===== config.mk =====
export PLATFORM = sky130hd
export DESIGN_NAME = serial_addsub_seq
export DESIGN_NICKNAME = d
export VERILOG_FILES = /design/src/rtl/serial_addsub_seq.sv
export SDC_FILE = /design/constraint.sdc
export NUM_CORES = 1
export LEC_CHECK = 0
export CELL_PAD_IN_SITES_DETAIL_PLACEMENT = 1
export CELL_PAD_IN_SITES_GLOBAL_PLACEMENT = 2
export CORE_MARGIN = 3
export CORE_UTILIZATION = 33
export DETAILED_ROUTE_END_ITERATION = 16
export PLACE_DENSITY = 0.8
export SLEW_MARGIN = 20
export SYNTH_ARGS = -nofsm -noshare
export SYNTH_HDL_FRONTEND = slang
export SYNTH_SLANG_ARGS = --single-unit

===== constraint.sdc =====
create_clock -name clk -period 1.92 [get_ports clk]
set_input_delay 0.384 -clock clk [delete_from_list [all_inputs] [get_ports clk]]
set_output_delay 0.384 -clock clk [all_outputs]
set_load 0.03 [all_outputs]

===== src/rtl/serial_addsub_seq.sv =====
// Bit-serial add/subtract sequencer driving an external 1-bit full-adder cell, LSB first.
// Define OVF_DETECT_EN to add the registered signed-overflow output ovf.
module serial_addsub_seq #(
  parameter int WIDTH = 8
) (
  input  logic             clk,
  input  logic             rst,
  input  logic             start,
  input  logic             op_sub,
  input  logic [WIDTH-1:0] a,
  input  logic [WIDTH-1:0] b,
  output logic             fa_a,
  output logic             fa_b,
  output logic             fa_cin,
  input  logic             fa_sum,
  input  logic             fa_cout,
  output logic             busy,
  output logic             done,
  output logic [WIDTH-1:0] result,
  output logic             cout
`ifdef OVF_DETECT_EN
  ,
  output logic             ovf
`endif
);

  localparam int CW = $clog2(WIDTH);

  typedef enum logic [1:0] {
    S_IDLE,
    S_RUN,
    S_DONE
  } state_t;

  state_t           state;
  logic [WIDTH-1:0] a_sh;
  logic [WIDTH-1:0] b_sh;
  // Holds only the upper WIDTH-1 collected sum bits; the bit that would
  // fall off the bottom of a full-width shifter is never observed.
  logic [WIDTH-2:0] s_sh;
  logic [WIDTH-1:0] s_next;
  logic             carry;
  logic [CW-1:0]    cnt;

  always_comb begin
    s_next = {fa_sum, s_sh};
    fa_a   = 1'b0;
    fa_b   = 1'b0;
    fa_cin = 1'b0;
    if (state == S_RUN) begin
      fa_a   = a_sh[0];
      fa_b   = b_sh[0];
      fa_cin = carry;
    end
  end

  always_ff @(posedge clk or posedge rst) begin
    if (rst) begin
      state  <= S_IDLE;
      a_sh   <= '0;
      b_sh   <= '0;
      s_sh   <= '0;
      carry  <= 1'b0;
      cnt    <= '0;
      busy   <= 1'b0;
      done   <= 1'b0;
      result <= '0;
      cout   <= 1'b0;
`ifdef OVF_DETECT_EN
      ovf    <= 1'b0;
`endif
    end else begin
      case (state)
        S_IDLE, S_DONE: begin
          done <= 1'b0;
          if (start) begin
            a_sh  <= a;
            b_sh  <= op_sub ? ~b : b;
            carry <= op_sub;
            cnt   <= '0;
            busy  <= 1'b1;
            state <= S_RUN;
          end else begin
            busy  <= 1'b0;
            state <= S_IDLE;
          end
        end
        S_RUN: begin
          s_sh  <= s_next[WIDTH-1:1];
          a_sh  <= a_sh >> 1;
          b_sh  <= b_sh >> 1;
          carry <= fa_cout;
          cnt   <= cnt + CW'(1);
          if (cnt == CW'(WIDTH - 1)) begin
            result <= s_next;
            cout   <= fa_cout;
`ifdef OVF_DETECT_EN
            ovf    <= carry ^ fa_cout;
`endif
            busy   <= 1'b0;
            done   <= 1'b1;
            state  <= S_DONE;
          end
        end
        default: begin
          busy  <= 1'b0;
          done  <= 1'b0;
          state <= S_IDLE;
        end
      endcase
    end
  end

endmodule

Word level (Yosys, flattened, before mapping)
Index checks and enable logic that the tools add are counted.

Add/sub/neg operators: 1. Multiply operators: 0. Divide/modulo/power cells: 0. $lt $le $gt $ge: 0. Equal/unequal tests: 5. Shifts and indexed selects: 0. Multiplexer cells: 20. Bitwise operators: 1. Reduce and logical (&&, ||, !) cells: 5.

Operators with widths (number): $pmux W8 S2 (2); $mux W8 (3); $mux W1 (9); $not A8 Y8 (1); $pmux W3 S2 (1); $pmux W1 S2 (2); $pmux W2 S2 (1); $reduce_and A2 Y1 (2); $add A3 B1 Y3 const B (1); $eq A3 B3 Y1 const B (1); $mux W3 (1); $eq A2 B1 Y1 const B (1); $eq A2 B2 Y1 const B (1); $logic_not A2 Y1 (1); $mux W2 (1); $ne A2 B1 Y1 const B (1); $ne A2 B2 Y1 const B (1); $reduce_bool A2 Y1 (1); $reduce_or A2 Y1 (1).

Bits in registers: 40. Bits in latches: 0. Bits in writable memories: 0. ROM bits: 0. Bits of input ports: 22. Word-level logic and storage cells: 42. Memories kept: 0.

Logic depth before layout (Yosys ltp)
Gate-level depths: netlist of run 1.

Depth after elaboration: 4. Depth in mapped cells: 5. Gate-level depth less buffers: 4.

Worst setup path before layout of run 1
No wires, ideal clock.

Kind: reg-to-output. From: register state[1]. To: output port fa_a. Data arrival time: 1264 ps. Data required time: 1536 ps. Slack: 272 ps. Stages on the path, launching flop included: 5. Path buffers: 2. Cells stage by stage: dfrtp_1 nor2b_4 buf_6 buf_2 and2_1.

Word-level cells in the longest chain between the ends: 2.

RTL lines: start, declared (RTL line 35) `state_t state;`; start signal, assigned (RTL line 59) `state <= S_IDLE;`; start signal, assigned (RTL line 82) `state <= S_RUN;`; start signal, assigned (RTL line 85) `state <= S_IDLE;`; $eq A2 B1 Y1 (RTL line 50) `if (state == S_RUN) begin`; $mux W1 (RTL line 50); end, declared (RTL line 12) `output logic fa_a,`.

Every way passes these cells.

==> reports/metrics.yaml, run 1 <==
sw_frac_of_total: 0.377
first_global_vias: 1315
ys_seq_elements: 39
gp_congestion: 0.748
number_of_cells_in_the_finished_layout_apart_from_fillers: 241
asyncSetResetFlopFracSynth: 1.00
globalRoute.totalOverflow: 0
min_period_ps: 1800
floorplan.die.width_um: 77.1
run_status: "finished, final reports clean"
post_cts_hold_buffer_count: 0
cts_setup_buffers: 3
antenna_cells_inserted: 0
combined_buffer_and_inverter_count_along_the_critical_path: 1
netSwitchingPower_uw: 1380
report.final.slew_viol_count: 0
timing.hold.worst.start: "s_sh[0]$_DFFE_PP0P_"
leakagePower_uw: 0.000969
postRouteAntennaNets: 0
clockBufferDepth: 2
final_nets: 197
critPathMaxFanout: 3
tns_ps: 0
timing.critical_path.slowest_stage_cell: "clkdlybuf4s50_1"
arrival_ps: 1410
achievable-frequency_mhz: 556
synth.cell_area_um2: 1670
clock_insertion_delay_worst_skew_ps: 290
power.density_cell_area_nw_per_um2: 1670
cts.clk_slew.worst_paths_ps: 70
synth-warning-count: 0
power_frac_seq: 0.395
rsz0062_at_grt: "false"
dpl-instance-area_um2: 2080
cap_violations: 0
placed_cells: 230
crit_start: "state[1]$_DFFE_PP0P_"
post_synth_inst_count: 132
hpwl_um: 2560
timing.critical_path.max_delay_family: "buffers and inverters"
fillerInstances: 542
drt_iter0_markers: 23
path_class: "reg2out"
worst_setup_path_end_kind: "primary output"
synth_cell_type_count: 24
postRouteWirelength_um: 3610
worst_clock_skew_ps: 7.15
route.detailed.wl_per_inst_um: 15.0
cts_made_buffers: 5
htreeDepth: 2
pin_count_of_the_biggest_net_entering_global_routing: 40
final_design_area_no_fill_um2: 2180
worstMarginPinSlew_ps: 575
holdCritPathClass: "reg2reg"
route.detailed.vias_per_inst: 4.79
die_area_um2: 5950
timing.critical_path.required_ps: 1540
vias: 1155
cell_taking_the_most_area_after_synthesis: "dfrtp_1"
drt_drc_violations_left: 0
maximum_ir_drop_on_the_vdd_rail_v: 0.000707
grt_use_total: 0.133
grt_antenna_before_repair: 0
synth_sequential_area_ratio: 0.584
cp_cell_sequence: "clkdlybuf4s50_1"
coreArea_um2: 4820
clock_tree_from_tritoncts: "done"
cellInternalPower_uw: 2270
fin_crit_sh: 0.937
combinationalPowerShare: 0.462
ioPinCount: 36
final.hold.worst_slack_ps: 490
synth_top_cell_area_share: 0.584
hold_violations: 0
dominant_cells_by_area_after_synthesis: "dfrtp_1 58%, mux2_1 6.1%, mux2_2 4.7%"
buffers_on_ports: 35
timing.slew.headroom: 0.617
synth_flop_type: "dfrtp_1"
timing.final.setup_violations: 0
syn_area_per_cell_um2: 12.7
clock_sink_count: 39
chipHeight_um: 77.1
max_stage_delay_ps: 710
pwr-share-clk: 0.143
drive_above_1_share: 0.155
rows: 25
grt_pass1_wl_um: 6270
areaGrowthSynthToFinish_pct: 30.7
start_util: 0.347
ctsRootBufferMaster: "clkbuf_8"
setup.worst_path.start_class: "flip-flop"
reg2reg_from: "state[0]$_DFFE_PP0P_"
synth_edf_count: 0
router_iterations_before_antenna_repair: 2
post_cts.resized_instances: 0
mappedNetlistNets: 156
## cell type report
type	count	area (µm²)	area share
sequential	39	976	0.447
multi-input combinational	81	628	0.288
timing repair buffer	43	403	0.185
tap	67	83.8	0.0384
clock buffer	7	76.3	0.0350
inverter	3	11.3	0.00516
clock inverter	1	5.00	0.00229
## registers in the layout, indices dropped and copies added, names as in the netlist
name,flops
a_sh,8
b_sh,8
result,8
s_sh,7
cnt,3
state,2
busy,1
carry,1
cout,1
## power by group through the flow
stage               clock (µW)  sequential [µW]  combinational [µW]
floorplan                    0             1610                 931
global placement             0             1430                1570
detailed placement           0             1460                1650
CTS                        537             1440                1710
global route               578             1490                1840
finish                     522             1440                1680
## cell usage after synthesis, types with 3 or more instances
| library cell | number |
|---|---|
| mux2_1 | 9 |
| dfrtp_1 | 39 |
| a22oi_1 | 8 |
| a221o_1 | 7 |
| xnor2_1 | 7 |
| nor2_1 | 7 |
| mux2_2 | 7 |
| nand2_1 | 8 |
| a22o_1 | 4 |
| and2_1 | 3 |
| buf_2 | 5 |
| nand3_1 | 9 |
| inv_1 | 3 |
## metrics by stage
stage	utilization	worst slack (ps)	total power [µW]
6_report	0.453	122	3650
2_1_floorplan	-	272	2540
3_5_place_dp	0.432	136	3110
5_1_grt	0.453	76.2	3910
4_1_cts	0.453	114	3690
3_3_place_gp	0.432	179	3010
## cells by family after synthesis
family          Yosys count  synth area share
mux                      16             0.108
flops                    39             0.584
simple gates             33             0.102
compound gates           22             0.109
xor+xnor                  8            0.0419
buf+inv                  12            0.0397
fa+ha+maj                 2            0.0150
## worst paths after layout
path	end	cells past startpoint	slack (ps)
worst min register to register	result[0]$_DFFE_PP0P_	1	490
max in group asynchronous	a_sh[3]$_DFFE_PP0P_	3	1050
worst max register to register	b_sh[4]$_DFFE_PP0P_	4	430
min in group asynchronous	s_sh[0]$_DFFE_PP0P_	3	520
worst min-delay path	result[0]$_DFFE_PP0P_	1	490
worst max-delay path	done	1	120
## placed cells by master (no fill, tap or decap)
cell | netlist | routed
a221o_1 | 7 | 7
nor2_1 | 7 | 7
mux2_2 | 7 | 7
a22o_1 | 4 | 4
a22oi_1 | 8 | 8
inv_1 | 3 | 3
nand2b_1 | 2 | 2
ha_1 | 2 | 2
clkbuf_1 | 2 | 2
clkinv_2 | 0 | 1
dfrtp_1 | 39 | 39
o31ai_1 | 1 | 1
o21ai_0 | 2 | 2
and2_1 | 3 | 3
nor2b_4 | 1 | 1
clkbuf_8 | 0 | 5
clkdlybuf4s50_1 | 0 | 32
xor2_1 | 1 | 1
buf_4 | 0 | 11
nand2_4 | 1 | 1
xnor2_1 | 7 | 7
nor2_2 | 1 | 1
nand2_1 | 8 | 8
nand3_1 | 9 | 9
mux2_1 | 9 | 9
nor2b_1 | 1 | 1
## per-layer routing
metal,track usage,part of all wire
met1,0.163,0.44
met3,0.0423,0.035
met4,0.0569,0.014
met5,0,0
met2,0.214,0.51
Note: power is estimated with default switching activity, not from simulation.
==> run 2: changes to the inputs <==
Settings changed: HOLD_SLACK_MARGIN set to 0.08.
==> results of run 2 <==
The final DEF is identical to that of run 1; final timing and power are the same.
==> run 3: changes to the inputs <==
Settings changed: SLEW_MARGIN 20 to unset.
==> results of run 3 <==
The final DEF is identical to that of run 1; final timing and power are the same.
==> patch 1 (settings of run 1) <==
Change the parameter `WIDTH` from 8 to 32.
--- a/src/rtl/serial_addsub_seq.sv
+++ b/src/rtl/serial_addsub_seq.sv
@@ -1,7 +1,7 @@
 // Bit-serial add/subtract sequencer driving an external 1-bit full-adder cell, LSB first.
 // Define OVF_DETECT_EN to add the registered signed-overflow output ovf.
 module serial_addsub_seq #(
-  parameter int WIDTH = 8
+  parameter int WIDTH = 32
 ) (
   input  logic             clk,
   input  logic             rst,
Interface: changed (resized a, b and result); port bits go from 36 to 108. No check against the original RTL was run, so the function may have changed too.
==> patch 1 against run 1 <==
  * First-iteration DRC count grew to 5.3 times the old value
  * Cell area grew to 3.6 times the old value
  * Non-clock buffer count grew 84
  * Core utilization grew 0.16 points
  * Power grew to 3.4 times the old value
  * Clock power grew to 6.3 times the old value
  * Synthesized area grew to 3.6 times the old value
  * Routed wire length grew to 3.9 times the old value
  * Sequential cell count grew 98
  * Worst setup slack lost 0.076 ns
==> patch 1: results (changes against run 1) <==
Parameter                              Value

Drt
  DRC violation total after the first TritonRoute iteration ... 122 (was 23)
  Post-DR wirelength/cell ... 16.4 um (was 15.0 um)
  Vias after detailed routing ... 4324 (was 1155)

Critical path
  Critical register-to-register path startpoint ... cnt[0] (was state[0])
  Reg2Reg Depth ... 6 (was 4)
  R2R setup slack ... 0.07 ns (was 0.43 ns)
  Crit path max fanout ... 2 (was 3)
  Critical register-to-register path endpoint ... result[25] (was b_sh[4])

Cells and area
  Number of non-clock buffers in the layout ... 127 (was 43)
  Clock Buffer Count ... 19 (was 7)
  Core utilization of the finished layout ... 45.5% (was 45.3%)
  Area taken by multi-input logic gates ... 2280 um^2 (was 628 um^2)
  Final non-filler cell total ... 867 (was 241)
  Layout net count ... 701 (was 197)
  Layout non-clock buf frac ... 16.9% (was 18.5%)
  Registers with the most flip-flops ... a_sh (32), b_sh (32), result (32) (was a_sh (8), b_sh (8), result (8))

Clock tree
  Number of H-tree branching levels ... 4 (was 2)
  Clock latency on the worst-skew pair ... 0.43 ns (was 0.29 ns)
  CTS Buf Count ... 17 (was 5)
  Number of gates resized after cts ... 6 (was 0)
  Setup Fix Bufs, Post-CTS ... 2 (was 3)
  Buffer cell driving the clock tree root ... clkbuf_16 (was clkbuf_8)
  Clock net sink count ... 137 (was 39)

Synth
  Post-Synth Adder-Cell Area ... 0.420% (was 1.50%)
  Post-Synth XOR/XNOR Area ... 4.71% (was 4.19%)
  Fraction of the mapped netlist area in compound gates ... 10.3% (was 10.9%)
  Instance count of the mapped netlist ... 522 (was 132)
  Syn Nets ... 594 (was 156)
  Most instantiated cells after synthesis ... 137 x dfrtp_1, 126 x nand2_1, 33 x nand3_1, 32 x a22oi_1 (was 39 x dfrtp_1, 9 x mux2_1, 9 x nand3_1, 8 x a22oi_1, 8 x nand2_1)
  Number of distinct library cells after synthesis ... 30 (was 24)
  Multiplexer share of the synthesized area ... 8.41% (was 10.8%)

Place
  Half-perimeter wire length of the detailed placement result ... 9450 um (was 2560 um)
  Worst setup timing slack at the placement stage ... 0.0792 ns (was 0.136 ns)
  Inst Count DP ... 831 (was 230)
  GP Congestion ... 0.725 (was 0.748)
  Count of buffers inserted at the top-level ports ... 107 (was 35)

STA
  Smallest hold slack ... 0.415 ns (was 0.490 ns)
  Worst clock skew on the final layout ... 0.00789 ns (was 0.00715 ns)
  Relative max-transition margin ... 72.3% (was 61.7%)

Run status
  Outcome ... finished, final reports clean (unchanged)

Global route
  Pin count of the biggest net entering global routing ... 79 (was 40)
  Global-route wire length before repair ... 23800 um (was 6270 um)
  Via count of the first global-routing pass ... 4665 (was 1315)

Die
  Horizontal die dimension ... 140 um (was 77.1 um)

Power and ir drop
  Leakage dissipation ... 3.76 nW (was 0.969 nW)

Worst hold path
  Min-delay worst type ... input port to asynchronous set/reset pin (was flop to flop)
[patch 1: changes by cell type after synthesis, sizes merged, moves of 2 or more]
| cell | delta |
|---|---|
| a221o | +24 |
| a22oi | +24 |
| nand2 | +118 |
| nand3 | +24 |
| dfrtp | +98 |
| xnor2 | +24 |
| nor2 | +24 |
| clkbuf | +6 |
| buf | +25 |
| mux2 | +17 |
| mux2i | +2 |
[patch 1: cells by family after synthesis]
group / after synthesis
AND/OR/NAND/NOR: 202
XOR/XNOR: 32
flip-flops: 137
adder cells (fa/ha/maj): 2
multiplexers: 35
AO/OA/AOI/OAI: 71
buffers and inverters: 43
[patch 1: layer usage]
| metal | track usage (%) | up-vias | part of all wire, % |
|---|---|---|---|
| li1 | - | 2015 | - |
| met1 | 19.5 | 2186 | 45 |
| met2 | 24.0 | 104 | 48 |
| met3 | 4.20 | 19 | 4.7 |
| met4 | 6.17 | 0 | 1.6 |
| met5 | 0 | - | 0 |
[patch 1: power breakdown]
| group | internal [mW] | leakage [nW] | total [mW] | switching [mW] |
|---|---|---|---|---|
| clock network | 1.99 | 0.281 | 3.28 | 1.30 |
| registers | 4.05 | 1.71 | 4.82 | 0.773 |
| logic | 1.98 | 1.76 | 4.17 | 2.20 |
[patch 1: worst max path at each step]
| stage | endpoint | startpoint | slack [ns] |
|---|---|---|---|
| 3_3_place_gp | b_sh[4] | start | 0.13 |
| 5_1_grt | result[2] | result[2] | 0.002 |
| 3_5_place_dp | b_sh[1] | start | 0.08 |
| 4_1_cts | result[1] | result[1] | 0.002 |
| 2_1_floorplan | a_sh[0] | rst | -0.17 |
| 6_report | busy | busy | 0.05 |
==> patch 2 (flow settings as in run 1) <==
Without the edit above. Put one more register stage on the output `result`, with the module's reset. The value now appears one clock later. The other outputs are not delayed to match.
--- a/src/rtl/serial_addsub_seq.sv
+++ b/src/rtl/serial_addsub_seq.sv
@@ -32,6 +32,8 @@
     S_DONE
   } state_t;
 
+  logic [WIDTH-1:0] result_s0;
+
   state_t           state;
   logic [WIDTH-1:0] a_sh;
   logic [WIDTH-1:0] b_sh;
@@ -64,7 +66,7 @@
       cnt    <= '0;
       busy   <= 1'b0;
       done   <= 1'b0;
-      result <= '0;
+      result_s0 <= '0;
       cout   <= 1'b0;
 `ifdef OVF_DETECT_EN
       ovf    <= 1'b0;
@@ -92,7 +94,7 @@
           carry <= fa_cout;
           cnt   <= cnt + CW'(1);
           if (cnt == CW'(WIDTH - 1)) begin
-            result <= s_next;
+            result_s0 <= s_next;
             cout   <= fa_cout;
 `ifdef OVF_DETECT_EN
             ovf    <= carry ^ fa_cout;
@@ -111,4 +113,12 @@
     end
   end
 
+  always_ff @(posedge clk or posedge rst) begin
+    if (rst) begin
+      result <= '0;
+    end else begin
+      result <= result_s0;
+    end
+  end
+
 endmodule
Function: changed (a bounded check fails within 10 cycles, from zero or initial values and one cycle with rst high).
==> patch 2 against run 1 <==
  * Routed wire length is 7.1% higher
  * Synthesized area up 12%
  * Hold slack got worse by 0.11 ns
  * Worst setup slack lost 0.012 ns
  * Sequential share of layout area rose by 3.3 points
  * Count of clock-buffer cells in the layout stayed put
  * Power increased by 12%
  * Cell area increased by 12%
  * Critical path depth unchanged
  * Clock power is 26% higher
  * Non-clock buffer count rose by 4
  * Sequential cell count increased by 8
  * Combinational power up 2%
  * Largest cell class unchanged
==> patch 2: results (changes against run 1) <==
Parameter                              Value

Synth
  Leading post-synthesis cells by cell area ... dfrtp_1 63%, mux2_1 5.4%, mux2_2 4.2% (was dfrtp_1 58%, mux2_1 6.1%, mux2_2 4.7%)
  Instance count of the mapped netlist ... 140 (was 132)
  Most instantiated cells after synthesis ... 47 x dfrtp_1, 9 x mux2_1, 9 x nand3_1, 8 x a22oi_1, 8 x nand2_1 (was 39 x dfrtp_1, 9 x mux2_1, 9 x nand3_1, 8 x a22oi_1, 8 x nand2_1)
  Yosys warning count ... 0 (unchanged)
  Number of distinct library cells after synthesis ... 24 (unchanged)
  Dominant register cell in the synthesized netlist ... dfrtp_1 (unchanged)
  Proportion of synthesized flip-flops having asynchronous set or reset ... 100% (unchanged)
  Syn Nets ... 164 (was 156)
  Share of the yosys chip area belonging to registers ... 62.9% (was 58.4%)

Run status
  Outcome ... finished, final reports clean (unchanged)

Clock tree
  Maximum buffer depth of the clock tree ... 2 (unchanged)
  CTS Buf Count ... 5 (unchanged)
  Number of H-tree branching levels ... 2 (unchanged)
  Clock slew seen by the registers of the worst setup and hold paths ... 0.08 ns
  Clock latency on the worst-skew pair ... about 0.3 ns
  Buffer cell driving the clock tree root ... clkbuf_8 (unchanged)

Power and ir drop
  Leakage dissipation ... 1.09 nW (was 0.969 nW)
  Peak VDD IR ... 671 uV (was 707 uV)
  Switching power ... 1.45 mW (was 1.38 mW)

Critical path
  Cell at the slowest stage of the critical path ... clkdlybuf4s50_1 (unchanged)
  Arrival time of the worst setup path ... 1.43 ns (was 1.41 ns)
  Crit path max fanout ... 3 (unchanged)
  Kind of cell with the highest combined delay on the critical path ... buffers and inverters (unchanged)
  Critical path's largest stage delay ... ~0.70 ns

Cells and area
  Fraction of layout cells with a size suffix above 1 ... 18.3% (was 15.5%)
  Layout net count ... 209 (was 197)
  Final-layout fill cell count ... 563 (was 542)
  Final non-filler cell total ... 256 (was 241)
  ANT cells ... 0 (unchanged)

Drt
  Detailed-routing iteration count for the pre-antenna-repair pass ... 3 (was 2)
  DRC violation total after the first TritonRoute iteration ... 78 (was 23)
  Post-DR wirelength/cell ... 15.1 um (was 15.0 um)
  Vias after detailed routing ... 1246 (was 1155)

Place
  Count of buffers inserted at the top-level ports ... 35 (unchanged)
  GP Congestion ... 0.714 (was 0.748)
  Inst Count DP ... 243 (was 230)
  Half-perimeter wire length of the detailed placement result ... 2770 um (was 2560 um)

STA
  Worst clock skew on the final layout ... 0.00596 ns (was 0.00715 ns)
  Final hold violations ... 0 (unchanged)
  Relative max-transition margin ... 69.0% (was 61.7%)

Global route
  Combined global-route utilization of all metal layers ... 12.8% (was 13.3%)
  Met1 usage ... 14.9% (was 16.3%)
  Most used routing layer in global routing ... met2 (unchanged)
  Global-route wire length before repair ... 6330 um (was 6270 um)
  Met2 usage ... 22.1% (was 21.4%)
  Met3 capacity usage during global routing ... 2.99% (was 4.23%)
  Antenna violations before repair ... 0 (unchanged)
  Pin count of the biggest net entering global routing ... 48 (was 40)
  Via count of the first global-routing pass ... 1350 (was 1315)

Worst hold path
  Min-delay worst type ... flop to flop (unchanged)
patch 2: changes by cell type in the layout (fill, tap and decap cells not counted), sizes merged:
cell,delta
dfrtp,+8
buf,+4
clkinv,-1
clkinvlp,+1
patch 2: worst paths after layout:
| check | cells after the start | slack [ns] | endpoint | start |
|---|---|---|---|---|
| max | 1 | 0.11 | done | state[1] |
| min | 0 | 0.38 | result[5] | result_s0[5] |
| max reg2reg | 4 | 0.41 | s_sh[6] | state[1] |
| min reg2reg | 0 | 0.38 | result[5] | result_s0[5] |
| max in group asynchronous | 3 | 1.28 | state[1] | rst |
| min in group asynchronous | 3 | 0.43 | result[1] | rst |
patch 2: area by class of cell:
cell class / count / share of cell area (%)
clock inverter: 1 / 0.306
multi-input combinational: 81 / 25.6
inverter: 3 / 0.459
sequential: 47 / 48.0
tap: 70 / 3.57
clock buffer: 7 / 3.93
timing repair buffer: 47 / 18.2
patch 2: per-layer routing:
metal	wire (um)	share of wire [%]	vias up
met5	0	0	-
met4	77	2.0	0
met3	124	3.2	6
met2	2000	52	21
met1	1660	43	639
li1	-	-	580
patch 2: timing repair:
item / in CTS / in global routing
endpoints found under the setup margin: 0 / 3
buffers inserted: 0 / 5
resized for setup: 0 / 0
patch 2: logic make-up (layout without fill, tap and decap cells):
logic type                 Yosys count  in the layout  share of synthesized area (%)
DFF                                 47             47                           62.9
and+or+nand+nor                     33             33                           9.10
AOI/OAI and AO/OA                   22             22                           9.77
muxes                               16             16                           9.63
buffers and inverters               12             58                           3.54
xor gates and xnor gates             8              8                           3.75
adders and majority gates            2              2                           1.34
patch 2: metrics by stage:
step	hold WS [ns]	util, %	power [mW]	setup slack, ns	cell area [um^2]
after floorplan	0.350	-	2.82	0.272	1870
after global placement	0.358	43.6	3.31	0.211	2310
after detailed placement	0.361	43.6	3.41	0.137	2310
after CTS	0.381	45.5	4.07	0.0343	2410
after global routing	0.385	46.2	4.37	0.0525	2450
final	0.376	46.2	4.09	0.110	2450
patch 2: power groups by stage:
stage / clock, mW / combinational, mW / sequential, mW
floorplan: 0 / 0.935 / 1.88
global placement: 0 / 1.60 / 1.70
detailed placement: 0 / 1.66 / 1.74
CTS: 0.681 / 1.67 / 1.72
global route: 0.722 / 1.87 / 1.78
finish: 0.659 / 1.72 / 1.71
